--- src/rtl/memory_port_arbiter_if.sv ---
// Bundles the fetch port, data port and Memory-side bus that the arbiter sits between.
// Arbiter side uses modport slave; requesters and the Memory model use modport master.
interface memory_port_arbiter_if;
    logic        ifReq;
    logic [31:0] ifAddress;
    logic        ifDone;
    logic [31:0] ifData;

    logic        dmReq;
    logic        dmWrite;
    logic [31:0] dmAddress;
    logic [31:0] dmWriteData;
    logic        dmDone;
    logic [31:0] dmReadData;
    logic        dmFault;

    logic [31:0] memAddress;
    logic        memWriteEnable;
    logic        memReadEnable;
    logic [31:0] memDataIn;
    logic [31:0] memDataOut;

    logic        busy;

    modport slave (
        input  ifReq, ifAddress, dmReq, dmWrite, dmAddress, dmWriteData, memDataOut,
        output ifDone, ifData, dmDone, dmReadData, dmFault,
               memAddress, memWriteEnable, memReadEnable, memDataIn, busy
    );

    modport master (
        output ifReq, ifAddress, dmReq, dmWrite, dmAddress, dmWriteData, memDataOut,
        input  ifDone, ifData, dmDone, dmReadData, dmFault,
               memAddress, memWriteEnable, memReadEnable, memDataIn, busy
    );
endinterface

--- src/rtl/memory_port_arbiter.sv ---
// Shares one Memory between fetch and data ports; stores to ROM fault. Option: ARBITER_ROUND_ROBIN_EN.
// Latency: done pulse MEM_LATENCY+1 cycles after grant (1 cycle for a ROM-write fault).
// Backpressure: requests are level-held until done; a losing or late request waits in IDLE.
module memory_port_arbiter #(
    parameter int MEM_LATENCY   = 1,
    parameter int ROM_ADDR_BITS = 11
) (
    input  logic                  clk,
    input  logic                  reset,
    memory_port_arbiter_if.slave  bus
);
    localparam int            CW       = (MEM_LATENCY > 1) ? $clog2(MEM_LATENCY) : 1;
    localparam logic [CW-1:0] CNT_LOAD = CW'(MEM_LATENCY - 1);

    typedef enum logic [1:0] {IDLE, ACCESS, DONE} state_t;

    state_t        state;
    state_t        stateNext;
    logic [CW-1:0] cnt;
    logic          winDm;
    logic          latWrite;
    logic          fault;
    logic          lastGrantDm;
    logic [31:0]   latAddr;
    logic [31:0]   latWdata;
    logic [31:0]   ifDataQ;
    logic [31:0]   dmDataQ;
    logic          grantAny;
    logic          grantDm;
    logic          preferDm;
    logic          romWrite;

    always_comb begin
`ifdef ARBITER_ROUND_ROBIN_EN
        preferDm = ~lastGrantDm;
`else
        // Grant history is still tracked, but fixed priority always favours DM.
        preferDm = lastGrantDm | 1'b1;
`endif
        grantAny = bus.ifReq | bus.dmReq;
        grantDm  = bus.dmReq & (~bus.ifReq | preferDm);
        romWrite = grantDm & bus.dmWrite & (bus.dmAddress[31:ROM_ADDR_BITS] == '0);
    end

    always_ff @(posedge clk) begin
        if (reset) begin
            state <= IDLE;
        end else begin
            state <= stateNext;
        end
    end

    always_comb begin
        stateNext          = state;
        bus.memAddress     = '0;
        bus.memReadEnable  = 1'b0;
        bus.memWriteEnable = 1'b0;
        bus.memDataIn      = '0;
        bus.ifDone         = 1'b0;
        bus.dmDone         = 1'b0;
        bus.dmFault        = 1'b0;
        unique case (state)
            IDLE: begin
                if (grantAny) begin
                    stateNext = romWrite ? DONE : ACCESS;
                end
            end
            ACCESS: begin
                bus.memAddress     = latAddr;
                bus.memReadEnable  = ~latWrite;
                bus.memDataIn      = latWdata;
                // Only the first ACCESS cycle writes, so a long latency never repeats a store.
                bus.memWriteEnable = latWrite & (cnt == CNT_LOAD);
                if (cnt == '0) begin
                    stateNext = DONE;
                end
            end
            DONE: begin
                bus.ifDone  = ~winDm;
                bus.dmDone  = winDm;
                bus.dmFault = winDm & fault;
                stateNext   = IDLE;
            end
            default: stateNext = IDLE;
        endcase
    end

    always_ff @(posedge clk) begin
        if (reset) begin
            cnt         <= '0;
            winDm       <= 1'b0;
            latWrite    <= 1'b0;
            latAddr     <= '0;
            latWdata    <= '0;
            fault       <= 1'b0;
            lastGrantDm <= 1'b0;
            ifDataQ     <= '0;
            dmDataQ     <= '0;
        end else begin
            unique case (state)
                IDLE: begin
                    if (grantAny) begin
                        winDm       <= grantDm;
                        lastGrantDm <= grantDm;
                        latWrite    <= grantDm & bus.dmWrite;
                        latAddr     <= grantDm ? bus.dmAddress : bus.ifAddress;
                        latWdata    <= grantDm ? bus.dmWriteData : '0;
                        fault       <= romWrite;
                        cnt         <= CNT_LOAD;
                    end
                end
                ACCESS: begin
                    if (cnt == '0) begin
                        if (!winDm) begin
                            ifDataQ <= bus.memDataOut;
                        end else if (!latWrite) begin
                            dmDataQ <= bus.memDataOut;
                        end
                    end else begin
                        cnt <= cnt - CW'(1);
                    end
                end
                default: ;
            endcase
        end
    end

    assign bus.ifData     = ifDataQ;
    assign bus.dmReadData = dmDataQ;
    assign bus.busy       = (state != IDLE);
endmodule

--- src/flat_wrapper.sv ---
// flat-port wrapper written by rule: the top's interface ports become plain ports
module memory_port_arbiter_flat 
#(
    parameter int MEM_LATENCY   = 1,
    parameter int ROM_ADDR_BITS = 11
)
  (clk, reset, bus_ifReq, bus_ifAddress, bus_dmReq, bus_dmWrite, bus_dmAddress, bus_dmWriteData, bus_memDataOut, bus_ifDone, bus_ifData, bus_dmDone, bus_dmReadData, bus_dmFault, bus_memAddress, bus_memWriteEnable, bus_memReadEnable, bus_memDataIn, bus_busy);
  memory_port_arbiter_if bus_i ();
  input  logic clk;
  input  logic reset;
  input wire logic [$bits(bus_i.ifReq)-1:0] bus_ifReq;
  input wire logic [$bits(bus_i.ifAddress)-1:0] bus_ifAddress;
  input wire logic [$bits(bus_i.dmReq)-1:0] bus_dmReq;
  input wire logic [$bits(bus_i.dmWrite)-1:0] bus_dmWrite;
  input wire logic [$bits(bus_i.dmAddress)-1:0] bus_dmAddress;
  input wire logic [$bits(bus_i.dmWriteData)-1:0] bus_dmWriteData;
  input wire logic [$bits(bus_i.memDataOut)-1:0] bus_memDataOut;
  output wire logic [$bits(bus_i.ifDone)-1:0] bus_ifDone;
  output wire logic [$bits(bus_i.ifData)-1:0] bus_ifData;
  output wire logic [$bits(bus_i.dmDone)-1:0] bus_dmDone;
  output wire logic [$bits(bus_i.dmReadData)-1:0] bus_dmReadData;
  output wire logic [$bits(bus_i.dmFault)-1:0] bus_dmFault;
  output wire logic [$bits(bus_i.memAddress)-1:0] bus_memAddress;
  output wire logic [$bits(bus_i.memWriteEnable)-1:0] bus_memWriteEnable;
  output wire logic [$bits(bus_i.memReadEnable)-1:0] bus_memReadEnable;
  output wire logic [$bits(bus_i.memDataIn)-1:0] bus_memDataIn;
  output wire logic [$bits(bus_i.busy)-1:0] bus_busy;
  assign bus_i.ifReq = bus_ifReq;
  assign bus_i.ifAddress = bus_ifAddress;
  assign bus_i.dmReq = bus_dmReq;
  assign bus_i.dmWrite = bus_dmWrite;
  assign bus_i.dmAddress = bus_dmAddress;
  assign bus_i.dmWriteData = bus_dmWriteData;
  assign bus_i.memDataOut = bus_memDataOut;
  assign bus_ifDone = bus_i.ifDone;
  assign bus_ifData = bus_i.ifData;
  assign bus_dmDone = bus_i.dmDone;
  assign bus_dmReadData = bus_i.dmReadData;
  assign bus_dmFault = bus_i.dmFault;
  assign bus_memAddress = bus_i.memAddress;
  assign bus_memWriteEnable = bus_i.memWriteEnable;
  assign bus_memReadEnable = bus_i.memReadEnable;
  assign bus_memDataIn = bus_i.memDataIn;
  assign bus_busy = bus_i.busy;
  memory_port_arbiter #(.MEM_LATENCY(MEM_LATENCY), .ROM_ADDR_BITS(ROM_ADDR_BITS)) u_core (.clk(clk), .reset(reset), .bus(bus_i));
endmodule
--- config.mk ---
export PLATFORM = sky130hd
export DESIGN_NAME = memory_port_arbiter_flat
export DESIGN_NICKNAME = d
export VERILOG_FILES = /design/src/rtl/memory_port_arbiter_if.sv /design/src/rtl/memory_port_arbiter.sv /design/src/flat_wrapper.sv
export SDC_FILE = /design/constraint.sdc
export NUM_CORES = 1
export LEC_CHECK = 0
export CAP_MARGIN = 20
export CORE_MARGIN = 2
export CORE_UTILIZATION = 44
export DETAILED_ROUTE_END_ITERATION = 8
export GPL_TIMING_DRIVEN = 0
export PLACE_DENSITY = 0.86
export SETUP_SLACK_MARGIN = 0.3
export SYNTH_ARGS = -nofsm -noshare
export SYNTH_HDL_FRONTEND = slang
export SYNTH_SLANG_ARGS = --single-unit
export TNS_END_PERCENT = 10
--- constraint.sdc ---
create_clock -name clk -period 2.4 [get_ports clk]
set_input_delay 0.72 -clock clk [delete_from_list [all_inputs] [get_ports clk]]
set_output_delay 0.72 -clock clk [all_outputs]
set_load 0.005 [all_outputs]
==> results.md <==
- Outcome: finished, violations left
- Failing checks: setup timing
- PD cells: 665 nW/um^2
- Syn. warnings: 0
- Post-Syn Area per Cell: 8.22 um^2
- CP Launch Type: register
- ANT nets after route: 0
- VDD IR max: 0.000524 V
- 1st-iter DRT viols: 469
- Port Buffers: 265
- Congestion Overflow GR: 0
- Nets@finish: 1120
- Post-Route WL: 19700 um
- P&R area growth vs syn: 67.3%
- TNS Setup: -0.0102 ns
- TritonCTS clock tree: yes
- Fmax: 0.415 GHz
- Antenna diodes: 0
- Largest net degree at the start of global routing: 17
- DP Worst Slack: -0.338 ns
- Total GRT Usage: 0.282
- Clock sinks: 133
- Vias per inst: 5.24
- Final total power: 6.21 mW
- Residual DRC count: 0
- Row count: 41
- Fin crit share: 1.00
- Num CTS Buffers: 17
- Root buf cell: clkbuf_16
- Vias: 6145
- Post-DP HPWL: 13500 um
- Yosys cell types: 35
- Endpoint type of the worst setup path: primary output
- Die ar.: 13600 um^2
- P_leak: 3.73 nW
- Max-slew violations: 0
- Min cycle time layout: 2.41 ns
- Crit Path Category: register to primary output
- Vias in the first global route: 5800
- RSZ-0062 raised after global routing: yes
- First-pass DRT Iterations: 5
- FILL cells: 937
- Placed Area: 8460 um^2
- Cell Area, Synth: 5590 um^2
- Post-CTS Hold Buffers: 0
- Max clock buf depth: 2
- Seq cells post-synth: 133
- Die W: 117 um
- Final Cell Area: 9350 um^2
- Layout cells sized above 1: 0.200
- Syn Nets: 813
- Initial Util: 0.447
- Critical Path RT: 1.68 ns
- First-pass GRT wire length: 29400 um
- Boundary Pins: 267
- Register area share after synthesis: 0.476
- Max_slew headroom: 0.589
- Max_cap viols: 0
- Hold WC Path Type: register to register
- Antenna violations before repair: 0
- Final setup fails: 1
- Final-report hold violation count: 0
- Routed wire per std cell: 16.8 um
- CTS HTree Levels: 4
- Final Core Density: 0.747
- Die Ht: 117 um
- Final Wtd Congestion: 0.881
- Worst Max-Slew Pin Slew: 0.617 ns
- Final Skew: 0.00442 ns
- Core box area: 12500 um^2
- Post-Synthesis Cells: 680
- Setup WS post-layout: -0.0102 ns
- Reg clk slew, reported paths: 0.06 ns
- Largest fanout on the critical path: 3
- Critical Path AT: 1.69 ns
- Clk_lat worst skew: 0.42 ns
[what timing repair did]
item,in CTS,in global routing
pin swaps,48,4
setup endpoints to repair,70,75
resized for setup,344,38
buffers inserted,15,2
cloned,6,0
[cell usage after synthesis]
cell type,n,share of area
or3b_1,1,0.0016
or2_2,1,0.0011
mux2i_1,32,0.057
dfxtp_1,133,0.48
a21oi_1,130,0.12
buf_4,3,0.0040
a211oi_1,32,0.043
and4bb_2,1,0.0022
nand4bb_1,1,0.0020
nor4_1,4,0.0045
nor2_1,2,0.0013
o21ai_0,30,0.027
nand4_1,2,0.0022
inv_2,1,0.00067
o32ai_1,1,0.0016
nor3b_2,2,0.0045
nand2b_1,2,0.0022
and2_1,66,0.074
nand3_1,1,0.00089
buf_2,26,0.023
clkbuf_1,31,0.021
clkbuf_2,1,0.00089
nor2_2,1,0.0011
or3_1,2,0.0022
buf_6,1,0.0020
nor2_8,1,0.0036
nor3b_1,1,0.0013
nor3_1,1,0.00089
nor2b_1,1,0.0011
and3b_1,1,0.0016
nor2_4,1,0.0020
o21ai_1,4,0.0036
o21ba_1,1,0.0018
o32ai_2,1,0.0029
nand2_1,161,0.11
[kinds of logic (layout without fill, tap and decap cells)]
kind of cell,count (synthesis),in the layout,share of synthesized area
flip-flops,133,133,0.476
buffers and inverters,63,383,0.0517
AND/OR/NAND/NOR,253,253,0.218
multiplexers,32,32,0.0573
AO/OA/AOI/OAI,199,199,0.196
[metrics by stage]
step | hold slack [ns] | std cells
finish | 0.452 | 1172
global route | 0.470 | 1172
CTS | 0.453 | 1170
detailed placement | 0.446 | 1117
global placement | 0.441 | 1117
floorplan | 0.445 | 680
[state kept, by name, summed over array words and instances, names as in the netlist]
| signal | cells |
|---|---|
| u_core.latAddr | 32 |
| u_core.fault | 1 |
| u_core.state | 2 |
| u_core.latWrite | 1 |
| u_core.winDm | 1 |
| u_core.bus.dmReadData | 32 |
| u_core.bus.ifData | 32 |
| u_core.latWdata | 32 |
[critical path, cell delays in order, from the launching register on]
cell and delay (ns):
dfxtp_2 0.32, buf_6 0.11, nor2b_4 0.13, buf_6 0.12
buf_8 0.11, buf_6 0.11, buf_6 0.10, and2_4 0.15
buf_6 0.11
[layout make-up]
cell class	count	area, um^2	share of cell area
multi-input combinational	484	2720	0.290
timing repair buffer	288	2730	0.292
buffer	62	408	0.0436
clock inverter	13	156	0.0167
inverter	1	8.76	0.000937
clock buffer	19	453	0.0484
sequential	133	2670	0.285
tap	172	215	0.0230
[placed cells by master, fill, tap and decap left out, types with 2 or more instances in the layout]
cell / n
o21ai_1: 4
nor3b_2: 2
and2_1: 46
o21ai_0: 30
clkbuf_2: 3
dfxtp_1: 131
buf_8: 10
nor4_1: 4
clkdlybuf4s15_2: 4
clkinv_2: 4
nor2_1: 2
clkbuf_8: 5
clkbuf_16: 20
dfxtp_2: 2
clkinvlp_4: 5
a21oi_1: 130
a211oi_1: 32
and2_4: 20
buf_2: 70
clkbuf_1: 22
nand2_1: 161
nand4_1: 2
clkdlybuf4s50_1: 195
mux2i_1: 32
or3_1: 2
bufinv_16: 3
buf_6: 33
buf_4: 7
[routing by layer]
| layer | share of wire | track usage | vias up |
|---|---|---|---|
| li1 | - | - | 2920 |
| met1 | 0.39 | 0.339 | 2899 |
| met2 | 0.50 | 0.476 | 270 |
| met3 | 0.069 | 0.0711 | 56 |
| met4 | 0.037 | 0.124 | 0 |
| met5 | 0 | 0 | - |
[power by group]
group | internal (mW) | total [mW] | switching (mW)
clock network | 1.68 | 2.65 | 0.973
logic | 0.621 | 1.13 | 0.510
registers | 2.36 | 2.43 | 0.0746
[worst paths after layout]
path	cells past startpoint	endpoint	from	slack, ns
max	8	bus_memAddress[8]	u_core.state[0]$_SDFFE_PP0P_	-0.01
max reg2reg	7	u_core.latAddr[29]$_SDFFE_PP0P_	u_core.state[0]$_SDFFE_PP0P_	0.70
min	2	u_core.bus.dmReadData[14]$_SDFFE_PP0P_	u_core.bus.dmReadData[14]$_SDFFE_PP0P_	0.45
min reg2reg	2	u_core.bus.dmReadData[14]$_SDFFE_PP0P_	u_core.bus.dmReadData[14]$_SDFFE_PP0P_	0.45
(Power assumes the default switching activity.)
